File: src/rtl/newton_row_sequencer.sv
// ---------------------------------------------------------------------------
// newton_row_sequencer
//
// Control FSM for the signed-digit V-value slice datapath of the Newton
// divider. Each row of a division is one ZERO phase, SLICES CARRY phases
// and one PROP phase. A division is ITERATIONS rows long. The block also
// produces the global slice counter, a one-step-delayed copy of it and the
// row index.
//
// Parameters
//   SLICES      carry-feedback cycles per row (1..63)
//   ITERATIONS  rows per division (1..127)
//
// Ports
//   clk                input   rising-edge clock
//   reset              input   synchronous, active-high reset
//   start              input   request a division (honoured only in IDLE)
//   hold               input   stall: freezes state and counters
//   abort              input   drop the current division, no done
//   STATE[1:0]         output  00 IDLE, 10 ZERO, 01 CARRY, 11 PROP
//   cnt_master[8:0]    output  slice counter, +1 per advance, wraps mod 512
//   cnt_master_dis[8:0]output  cnt_master value before its latest advance
//   computation_cycle  output  current row index 0..ITERATIONS-1
//   write_enable       output  datapath enable = busy & ~hold
//   busy               output  STATE != IDLE
//   done               output  one-cycle completion pulse (registered)
// ---------------------------------------------------------------------------
module newton_row_sequencer #(
  parameter int SLICES     = 4,
  parameter int ITERATIONS = 32
) (
  input  logic       clk,
  input  logic       reset,
  input  logic       start,
  input  logic       hold,
  input  logic       abort,
  output logic [1:0] STATE,
  output logic [8:0] cnt_master,
  output logic [8:0] cnt_master_dis,
  output logic [6:0] computation_cycle,
  output logic       write_enable,
  output logic       busy,
  output logic       done
);

  // The phase codes are consumed directly by the slice datapath, so the
  // encoding is fixed rather than left to the synthesis tool.
  localparam logic [1:0] ST_IDLE  = 2'b00;
  localparam logic [1:0] ST_ZERO  = 2'b10;
  localparam logic [1:0] ST_CARRY = 2'b01;
  localparam logic [1:0] ST_PROP  = 2'b11;

  localparam logic [5:0] LAST_SLICE = 6'(SLICES - 1);
  localparam logic [6:0] LAST_ROW   = 7'(ITERATIONS - 1);

  logic [5:0] slice_cnt;

  // Both decodes look only at registered state and hold, so start never
  // has a combinational path to an output.
  assign busy         = (STATE != ST_IDLE);
  assign write_enable = busy & ~hold;

  // Main sequencer. In IDLE only start/abort matter. While busy, abort wins
  // over hold, and hold freezes everything. Every other busy cycle is an
  // advance: the slice counters step and the phase moves on. done is a
  // default-low pulse raised only by the final PROP advance.
  always_ff @(posedge clk) begin
    if (reset) begin
      STATE             <= ST_IDLE;
      cnt_master        <= '0;
      cnt_master_dis    <= '0;
      computation_cycle <= '0;
      slice_cnt         <= '0;
      done              <= 1'b0;
    end else begin
      done <= 1'b0;
      if (STATE == ST_IDLE) begin
        if (start && !abort) begin
          STATE             <= ST_ZERO;
          cnt_master        <= '0;
          cnt_master_dis    <= '0;
          computation_cycle <= '0;
          slice_cnt         <= '0;
        end
      end else if (abort) begin
        // Counters keep their values so the datapath can be inspected.
        STATE <= ST_IDLE;
      end else if (!hold) begin
        cnt_master_dis <= cnt_master;
        cnt_master     <= cnt_master + 9'd1;
        case (STATE)
          ST_ZERO: begin
            STATE     <= ST_CARRY;
            slice_cnt <= '0;
          end
          ST_CARRY: begin
            slice_cnt <= slice_cnt + 6'd1;
            if (slice_cnt == LAST_SLICE) begin
              STATE <= ST_PROP;
            end
          end
          default: begin
            // PROP: either finish the division or start the next row.
            // On the last row the row index is left at ITERATIONS-1.
            if (computation_cycle == LAST_ROW) begin
              STATE <= ST_IDLE;
              done  <= 1'b1;
            end else begin
              computation_cycle <= computation_cycle + 7'd1;
              STATE             <= ST_ZERO;
            end
          end
        endcase
      end
    end
  end

endmodule

File: config.mk
export PLATFORM = sky130hd
export DESIGN_NAME = newton_row_sequencer
export DESIGN_NICKNAME = d
export VERILOG_FILES = /design/src/rtl/newton_row_sequencer.sv
export SDC_FILE = /design/constraint.sdc
export NUM_CORES = 1
export LEC_CHECK = 0
export BUFFER_PORTS_ARGS = -buffer_cell sky130_fd_sc_hd__buf_2
export CORE_AREA = 2 2 65 67
export CTS_CLUSTER_SIZE = 30
export DETAILED_ROUTE_END_ITERATION = 12
export DIE_AREA = 0 0 67 69
export GPL_ROUTABILITY_DRIVEN = 0
export PLACE_DENSITY_LB_ADDON = 0.3
export SLEW_MARGIN = 5
export SYNTH_ARGS = -nofsm -noshare
export SYNTH_HDL_FRONTEND = slang
export SYNTH_SLANG_ARGS = --single-unit
File: constraint.sdc
create_clock -name clk -period 5.15 [get_ports clk]
set_input_delay 0.2575 -clock clk [delete_from_list [all_inputs] [get_ports clk]]
set_output_delay 0.2575 -clock clk [all_outputs]
set_load 0.02 [all_outputs]
==> results of run 1 <==
[cells in the mapped netlist, drive strengths merged (4+ instances only)]
| cell | instances | area share |
|---|---|---|
| nor3 | 4 | 0.012 |
| a21oi | 22 | 0.064 |
| xnor2 | 8 | 0.041 |
| clkbuf | 9 | 0.020 |
| o21ai | 4 | 0.012 |
| ha | 6 | 0.044 |
| a211oi | 5 | 0.022 |
| nand3 | 7 | 0.020 |
| nor2 | 23 | 0.050 |
| nor4b | 9 | 0.046 |
| nand2 | 8 | 0.018 |
| dfxtp | 34 | 0.40 |
| inv | 12 | 0.026 |
| or2 | 4 | 0.016 |
| o31ai | 4 | 0.018 |
[metal layers]
layer,GRT usage,vias to the layer above
met5,0,-
met2,0.271,37
li1,-,806
met4,0.0703,0
met3,0.0392,7
met1,0.248,720
[power breakdown]
part | total [mW] | internal [mW] | switching [mW] | leakage, nW
Combinational | 0.0614 | 0.0173 | 0.0442 | 0.487
Sequential | 0.269 | 0.266 | 0.00324 | 0.274
Clock | 0.202 | 0.108 | 0.0938 | 0.0482
[worst register-to-register path, stage by stage (launching register included)]
cell and delay [ps]:
dfxtp_1 360, inv_1 80, ha_1 570, nand2_1 350
a21o_1 430, or4_1 560, a21oi_1 160
[worst max path at each step]
| stage | from | end | slack (ps) |
|---|---|---|---|
| 5_1_grt | STATE[1]$_SDFFE_PP0P_ | cnt_master[8]$_SDFFE_PP0P_ | 2360 |
| 3_3_place_gp | STATE[0]$_SDFFE_PP0P_ | cnt_master[6]$_SDFFE_PP0P_ | 2740 |
| 2_1_floorplan | STATE[0]$_SDFFE_PP0P_ | cnt_master[6]$_SDFFE_PP0P_ | 3090 |
| 6_report | STATE[0]$_SDFFE_PP0P_ | cnt_master[8]$_SDFFE_PP0P_ | 2570 |
| 3_5_place_dp | STATE[0]$_SDFFE_PP0P_ | cnt_master[8]$_SDFFE_PP0P_ | 2600 |
| 4_1_cts | STATE[0]$_SDFFE_PP0P_ | cnt_master[8]$_SDFFE_PP0P_ | 2580 |
[sequential cells by signal, summed over array words and instances, names as in the netlist]
| name | count |
|---|---|
| STATE | 2 |
| cnt_master | 9 |
| cnt_master_dis | 9 |
| computation_cycle | 7 |
| done | 1 |
| slice_cnt | 6 |
[logic make-up after synthesis]
group           Yosys count  synth area share
xor+xnor                  8            0.0409
mux                       2            0.0117
flops                    34             0.397
fa+ha+maj                 6            0.0438
compound gates           54             0.208
simple gates             74             0.245
buf+inv                  22            0.0526
[layout by cell type, fill, tap and decap left out, types with 4 or more instances in the layout]
cell	instances
ha_1	6
nor3_1	4
nor4b_1	9
buf_2	34
nand3_1	7
o31ai_1	4
o21ai_0	4
nand2_1	8
clkbuf_8	6
a211oi_1	5
inv_1	12
xnor2_1	8
a21oi_1	22
dfxtp_1	34
nor2_1	23
[final cells by class]
type,count,area share
clock inverter,1,0.00251
clock buffer,7,0.0433
multi-input combinational,144,0.473
sequential,34,0.342
tap,50,0.0314
inverter,12,0.0226
timing repair buffer,34,0.0854
[stage by stage]
stage	std cells	hold WS (ps)	total power [mW]
4_1_cts	282	379	0.536
2_1_floorplan	200	462	0.323
5_1_grt	282	391	0.555
3_3_place_gp	274	481	0.335
6_report	282	380	0.532
3_5_place_dp	274	476	0.336
==> reports/metrics.cfg, run 1 <==
[drt]
wl_met2_mm = 1.68
first_pass_iters = 4
post_drt_wl_per_cell_um = 13.9
drt_iter0_markers = 132
vias_per_cell = 5.57
wl_mm = 3.93
vias = 1570
highest_layer = met4
drcViolationCount = 0
wl_met1_mm = 2.02
antenna_left = 0
wl_met3_um = 160

[layout]
fillers = 408
nNetsFinal = 242
antenna_cells = 0
finish.instance_area_um2 = 1990
drive_gt1_frac = 0.198
ff_latch_area_um2 = 681
utilization = 0.509
syn2layout_area_growth_pct = 16.3
multiInputGateArea_um2 = 942

[timing]
drv_slew = 0
setup_viol = 0
min_period_ps = 2580
tns_ps = 0
rsz0062_at_grt = false
final_hold_viol_count = 0
max_freq_mhz = 388
slew_headroom = 0.567
clock_skew_ps = 3.05
worstMarginPinSlew_ps = 649
min_period_over_period = 0.501
setup_ws_ps = 2570

[synthesis]
synthFlopType = dfxtp_1
netlist_area_um2 = 1710
synth_cell_types = 42
syn-instance-count = 200
ys_ff_latch = 34
synth-edff-count = 0
syn_nets = 211
avgSynthCellArea_um2 = 8.56
seq_area_frac_synth = 0.397
async_reset_ff_frac = 0
ys.warnings.count = 0

[pwr]
leakage_nw = 0.809
cellPowerDensity_nw_per_um2 = 267
peakVddDrop_mv = 0.173

[critical_path]
critical_path_class = reg -> reg
critical_path.endpoint_type = flip-flop
reg2reg_slack_ps = 2570
path_cells = inv_1, ha_1, nand2_1, a21o_1, or4_1, a21oi_1
cp_max_fo = 20
critical_path_buf_inv_count = 1
cp_num_cells = 6
crit_path_max_incr_delay_ps = 570
slowest_stage = ha_1
r2r_cells = 6
rr_startpoint = STATE[0]$_SDFFE_PP0P_
rr_endpoint = cnt_master[8]$_SDFFE_PP0P_
arrival_ps = 2790
cp.required_ps = 5360
cp-start-kind = flip-flop
crit_family = simple AND/OR/NAND/NOR gates

[clock_tree]
path_clk_slew_ps = 70
hold_buffers = 0
clkLatencyLatePin_ps = 280
clock_sinks = 34
tritoncts = built
cts.path.max_buffers = 2
cts_root_buf = clkbuf_8
post_cts_resized = 0
cts-htree-levels = 2
post_cts_buffers = 0
cts_made_buffers = 5

[min_path]
hold_depth = 2
worstHoldStart = reset
whs_endpoint = cnt_master_dis[6]$_SDFFE_PP0P_
hold_path.class = in -> reg

[die]
pin_count = 35
die_h_um = 69
fp-row-count = 23
die_area_um2 = 4620
core-area_um2 = 3910
die_width_um = 67
start_util = 0.438

[grt]
grt_remaining_overflow = 0
grt_usage = 0.180
antenna_found_initial = 0
grt_pass1_vias = 1475
grt_max_degree = 23
grt_pass1_wl_mm = 6.62

[flow_run]
cap_violations = 0

[place]
place.port_buffers = 34
postPlaceCellArea_um2 = 1900
pre_cts_ws_ps = 2600
dp_hpwl_mm = 2.80

[outcome]
status = complete, no violations

Power figures use the tool's default switching activity.
==> inputs of run 2 (changes only) <==
--- a/config.mk
+++ b/config.mk
@@ -5,11 +5,12 @@
 export SDC_FILE = /design/constraint.sdc
 export NUM_CORES = 1
 export LEC_CHECK = 0
+export ABC_AREA = 1
 export BUFFER_PORTS_ARGS = -buffer_cell sky130_fd_sc_hd__buf_2
-export CORE_AREA = 2 2 65 67
+export CORE_AREA = 2 2 67 69
 export CTS_CLUSTER_SIZE = 30
 export DETAILED_ROUTE_END_ITERATION = 12
-export DIE_AREA = 0 0 67 69
+export DIE_AREA = 0 0 69 71
 export GPL_ROUTABILITY_DRIVEN = 0
 export PLACE_DENSITY_LB_ADDON = 0.3
 export SLEW_MARGIN = 5
==> constraint.sdc (replaced) <==
create_clock -name clk -period 2.3 [get_ports clk]
set_input_delay 0.115 -clock clk [delete_from_list [all_inputs] [get_ports clk]]
set_output_delay 0.115 -clock clk [all_outputs]
set_load 0.02 [all_outputs]
==> run 2 against run 1 <==
Clock power rose to 3.3 times the previous value; via count up 5.5%; combinational power rose to 19 times the previous value; total power rose to 4.9 times the previous value; critical path depth down 1; worst setup slack worse by 2100 ps; worst hold slack worse by 290 ps; non-clock buffer count up 2; routed wire length down 0.61%; critical endpoint is now busy.
==> reports/metrics.cfg, run 2 <==
[die]
die_width_um = 69  ; +3.0%
pin_count = 35  ; unchanged
start_util = 0.427  ; -0.0109
die_h_um = 71  ; +2.9%
die_area_um2 = 4900  ; +6.0%
fp-row-count = 24  ; +4.3%
core-area_um2 = 4200  ; +7.4%

[timing]
rsz0062_at_grt = false
tns_ps = 0  ; unchanged
min_period_over_period = 0.808
setup_viol = 0  ; unchanged
slew_headroom = 0.674  ; +0.107
worstMarginPinSlew_ps = 489  ; -160 ps
max_freq_mhz = 538
final_hold_viol_count = 0  ; unchanged
drv_slew = 0  ; unchanged
min_period_ps = 1860
clock_skew_ps = 9.00  ; +5.95 ps

[layout]
layout_common_cells = nand2_1, nor2_1, dfxtp_1, buf_2, inv_1
drive_gt1_frac = 0.226  ; +0.0274
top_regs = cnt_master (9), cnt_master_dis (9), computation_cycle (7)
antenna_cells = 0  ; unchanged
final_common_cell = nand2_1
nNetsFinal = 298  ; +23%
syn2layout_area_growth_pct = 19.9

[synthesis]
synth-edff-count = 0  ; unchanged
ys.warnings.count = 0  ; unchanged
syn_nets = 260  ; +23%
async_reset_ff_frac = 0  ; unchanged
seq_area_frac_synth = 0.379  ; -0.0180
synth_cell_types = 34  ; -19%
synth_area_leader_cell = dfxtp_1
avgSynthCellArea_um2 = 7.21  ; -16%
synth_top_cells_by_count = nand2_1, nor2_1, dfxtp_1, inv_1, a21oi_1
ys_ff_latch = 34  ; unchanged
synthFlopType = dfxtp_1
ys_top_cells_by_area = dfxtp_1, nand2_1, nor2_1
yosysMostFrequentCell = nand2_1
syn-instance-count = 249  ; +25%
synth_top_area_frac = 0.379  ; -0.0180
netlist_area_um2 = 1790  ; +4.7%

[outcome]
status = complete, no violations

[grt]
antenna_found_initial = 0  ; unchanged
grt_pass1_wl_mm = 6.68  ; +0.83%
grt_remaining_overflow = 0  ; unchanged
grt_pass1_vias = 1544  ; +4.7%
grt_max_degree = 20  ; -13%
grt_usage = 0.170  ; -0.0103

[critical_path]
cp.required_ps = 2180  ; -3180 ps
slowest_stage = dfxtp_1
critical_path_class = reg -> out
cp-start-kind = flip-flop
path_cells = inv_1, ha_1, inv_2, buf_4, buf_2
crit_path_max_incr_delay_ps = 410  ; -160 ps
critical_path.endpoint_type = output port
cp_max_fo = 13  ; -35%
arrival_ps = 1740  ; -1050 ps

[drt]
antenna_left = 0  ; unchanged
vias_per_cell = 4.87  ; -12%
drt_iter0_markers = 65  ; -51%
drcViolationCount = 0  ; unchanged
vias = 1657  ; +5.5%
post_drt_wl_per_cell_um = 11.5  ; -18%
first_pass_iters = 4  ; unchanged
wl_mm = 3.91  ; -0.61%

[place]
place.port_buffers = 34  ; unchanged
dp_hpwl_mm = 2.88  ; +2.8%

[clock_tree]
cts_made_buffers = 5  ; unchanged
path_clk_slew_ps = 80  ; about the same
cts.path.max_buffers = 2  ; unchanged
hold_buffers = 0  ; unchanged
cts-htree-levels = 2  ; unchanged
post_cts_resized = 0  ; unchanged
clkLatencyLatePin_ps = 290  ; about the same
tritoncts = built
post_cts_buffers = 0  ; unchanged
clock_sinks = 34  ; unchanged
cts_root_buf = clkbuf_8

[pwr]
power_frac_clock = 0.257  ; -0.122
intPower_mw = 1.49  ; +280%
power_mw = 2.59  ; +390%
p_sw_mw = 1.10  ; +680%
seqPwrFrac = 0.301  ; -0.205
comb_power_share = 0.441  ; +0.326
peakVddDrop_mv = 0.653  ; +280%
cellPowerDensity_nw_per_um2 = 1200  ; +350%
p_sw_frac = 0.425  ; +0.160
leakage_nw = 0.996  ; +23%

[min_path]
hold_path.class = in -> reg

[flow_run]
cap_violations = 0  ; unchanged

## run 2: cell type report
class / count / area (µm²)
Clock buffer: 5 / 68.8
Clock inverter: 3 / 68.8
Fill cell: 423 / 2050
Inverter: 31 / 121
Multi-Input combinational cell: 179 / 962
Sequential cell: 34 / 681
Tap cell: 52 / 65.1
Timing Repair Buffer: 36 / 185
## run 2: power groups by stage
stage	Sequential (mW)	Combinational, mW	Clock (mW)
2_1_floorplan	0.904	0.783	0
3_3_place_gp	0.788	1.16	0
3_5_place_dp	0.794	1.15	0
4_1_cts	0.782	1.16	0.680
5_1_grt	0.800	1.28	0.702
6_report	0.780	1.14	0.666
## run 2: metal layers
metal | global-route usage | vias up | routed length (µm)
met5 | 0 | - | 0
met4 | 0.0654 | 0 | 59
met3 | 0.0470 | 5 | 223
met2 | 0.281 | 49 | 1740
met1 | 0.211 | 721 | 1880
li1 | - | 882 | -
## run 2: logic make-up (layout without fill, tap and decap cells)
group	Yosys count	after routing	share of synthesized area
flip-flops	34	34	0.379
AO/OA/AOI/OAI	44	44	0.137
XOR/XNOR	2	2	0.00976
buffers and inverters	36	75	0.0844
AND/OR/NAND/NOR	127	127	0.347
adder cells (fa/ha/maj)	6	6	0.0418
## run 2: path summary, 6_finish.rpt
check                                                from                                end  slack, ps  cells past startpoint
worst max-delay path                STATE[0]$_SDFFE_PP0P_                               busy        440                      5
worst min-delay path                                reset  computation_cycle[3]$_SDFFE_PP0P_         90                      2
worst max register to register      STATE[1]$_SDFFE_PP0P_  computation_cycle[0]$_SDFFE_PP0P_        450                      7
worst min register to register  slice_cnt[4]$_SDFFE_PP0P_          slice_cnt[4]$_SDFFE_PP0P_        480                      2
## run 2: per-stage QoR
stage / std cells / cell area [µm²] / setup slack, ps / hold WS, ps / util
floorplan: 249 / 1790 / 548 / 177 / -
finish: 340 / 2150 / 441 / 86.7 / 0.512
global route: 340 / 2150 / 267 / 108 / 0.512
CTS: 340 / 2150 / 415 / 82.3 / 0.512
detailed placement: 332 / 2010 / 426 / 384 / 0.479
global placement: 332 / 2010 / 477 / 394 / 0.479
## run 2: critical path: cells and delay by family, from the launching register on
kind | cells | cell delay [ps]
adder cells (fa/ha/maj) | 1 | 370
buffers and inverters | 4 | 680
flip-flops | 1 | 410
==> inputs of run 3 (changes only) <==
==> constraint.sdc (replaced) <==
create_clock -name clk -period 1.84 [get_ports clk]
set_input_delay 0.092 -clock clk [delete_from_list [all_inputs] [get_ports clk]]
set_output_delay 0.092 -clock clk [all_outputs]
set_load 0.02 [all_outputs]
==> run 3 against run 2 <==
Worst setup slack lost 170 ps; sequential power rose by 24%; critical path depth is 5 higher; clock skew fell by 3.2 ps; non-clock buffer count increased by 4; routed wire length fell by 0.10%; cell count rose by 0.88%; utilization down 0.36 points; worst hold slack got worse by 28 ps; final area down 0.70%.
==> reports/metrics.cfg, run 3 (synthesis gave the netlist of run 2 again) <==
[outcome]
status = complete, no violations

[drt]
drcViolationCount = 0  ; unchanged
wl_mm = 3.90  ; -0.10%
antenna_left = 0  ; unchanged
vias = 1668  ; +0.66%
post_drt_wl_per_cell_um = 11.4  ; -0.98%
drt_iter0_markers = 129  ; +98%
first_pass_iters = 4  ; unchanged
vias_per_cell = 4.86  ; -0.22%

[clock_tree]
cts_made_buffers = 5  ; unchanged
clkLatencyLatePin_ps = 290  ; about the same
path_clk_slew_ps = 70  ; about the same
post_cts_resized = 0  ; unchanged
hold_buffers = 0  ; unchanged
clock_sinks = 34  ; unchanged
post_cts_buffers = 0  ; unchanged
cts_root_buf = clkbuf_8
tritoncts = built
cts-htree-levels = 2  ; unchanged
cts.path.max_buffers = 2  ; unchanged

[timing]
drv_slew = 0  ; unchanged
rsz0062_at_grt = false
slew_headroom = 0.722  ; +0.0487
max_freq_mhz = 638
tns_ps = 0  ; unchanged
clock_skew_ps = 5.85  ; -3.16 ps
setup_ws_ps = 272  ; -168 ps
min_period_ps = 1570
setup_viol = 0  ; unchanged
min_period_over_period = 0.852
worstMarginPinSlew_ps = 415  ; -74.1 ps
final_hold_viol_count = 0  ; unchanged

[grt]
grt_pass1_vias = 1522  ; -1.4%
grt_pass1_wl_mm = 6.87  ; +2.8%
grt_max_degree = 14  ; -30%
grt_remaining_overflow = 0  ; unchanged
antenna_found_initial = 0  ; unchanged
grt_usage = 0.172  ; +0.00259

[critical_path]
cp-start-kind = flip-flop
cp.required_ps = 2020  ; -160 ps
arrival_ps = 1740  ; about the same
critical_path.endpoint_type = flip-flop
critical_path_class = reg -> reg
cp_max_fo = 13  ; unchanged

[layout]
syn2layout_area_growth_pct = 19.1
layout_common_cells = nand2_1, nor2_1, dfxtp_1, buf_2, inv_1
nNetsFinal = 302  ; +1.3%
top_regs = cnt_master (9), cnt_master_dis (9), computation_cycle (7)
antenna_cells = 0  ; unchanged
finish.instance_area_um2 = 2140  ; -0.70%
drive_gt1_frac = 0.234  ; +0.00798
final_common_cell = nand2_1

[die]
die_h_um = 71  ; unchanged
start_util = 0.427  ; unchanged
die_area_um2 = 4900  ; unchanged
core-area_um2 = 4200  ; unchanged
die_width_um = 69  ; unchanged
pin_count = 35  ; unchanged
fp-row-count = 24  ; unchanged

[place]
dp_hpwl_mm = 2.90  ; +0.90%
pre_cts_ws_ps = 21.1  ; -405 ps
place.port_buffers = 34  ; unchanged
postPlaceCellArea_um2 = 2040  ; +1.5%

[pwr]
peakVddDrop_mv = 0.676  ; +3.5%
cellPowerDensity_nw_per_um2 = 1440  ; +20%
leakage_nw = 0.986  ; -1.0%
power_mw = 3.07  ; +19%

[min_path]
hold_path.class = in -> reg

[flow_run]
cap_violations = 0  ; unchanged

==> run 3: cell types whose count changed in the layout (fill, tap and decap cells not counted) <==
cell	previous run	this run
buf_4	2	6
bufinv_16	2	0
clkbuf_1	0	1
clkinv_4	2	1
clkinvlp_4	0	1
ha_1	6	5
ha_4	0	1
==> run 3: worst paths after layout <==
| kind | from | to | slack [ps] | cells past startpoint |
|---|---|---|---|---|
| worst max-delay path | STATE[1]$_SDFFE_PP0P_ | slice_cnt[5]$_SDFFE_PP0P_ | 270 | 10 |
| worst min-delay path | reset | computation_cycle[3]$_SDFFE_PP0P_ | 60 | 2 |
| worst max register to register | STATE[1]$_SDFFE_PP0P_ | slice_cnt[5]$_SDFFE_PP0P_ | 270 | 10 |
| worst min register to register | slice_cnt[4]$_SDFFE_PP0P_ | slice_cnt[4]$_SDFFE_PP0P_ | 470 | 2 |
==> run 3: routing by layer <==
| layer | part of all wire | vias up | routed length (µm) | GRT usage |
|---|---|---|---|---|
| met3 | 0.054 | 6 | 210 | 0.0570 |
| met4 | 0.017 | 0 | 66 | 0.0741 |
| met5 | 0 | - | 0 | 0 |
| met1 | 0.48 | 740 | 1890 | 0.219 |
| met2 | 0.45 | 40 | 1740 | 0.268 |
| li1 | - | 882 | - | - |
==> run 3: stage by stage <==
stage	std cells	hold slack, ps	util
after floorplan	249	154	-
after global placement	336	373	0.486
after detailed placement	336	362	0.486
after CTS	343	50.9	0.505
after global routing	343	50.0	0.508
final	343	58.3	0.508
==> run 3: final cells by class <==
| cell class | count | area [µm²] |
|---|---|---|
| fillers | 421 | 2070 |
| multi-input cells | 179 | 975 |
| flip-flops and latches | 34 | 681 |
| repair buffers | 40 | 215 |
| inverters | 31 | 121 |
| clock buffers | 6 | 72.6 |
| well taps | 52 | 65.1 |
| clock inverters | 1 | 7.51 |
==> run 3: where the power goes <==
group | internal, mW | switching, mW
Sequential | 0.870 | 0.0964
Combinational | 0.552 | 1.02
Clock | 0.259 | 0.270
Total | 1.68 | 1.39
==> run 3: worst max-delay path, stage by stage (launching register included) <==
cell,delay [ps]
dfxtp_1,350
inv_1,100
ha_4,220
nor2_8,130
nand2_4,90
nand2_8,120
nand2_4,100
o21ai_2,170
inv_1,70
nand2_1,60
nor2_1,30
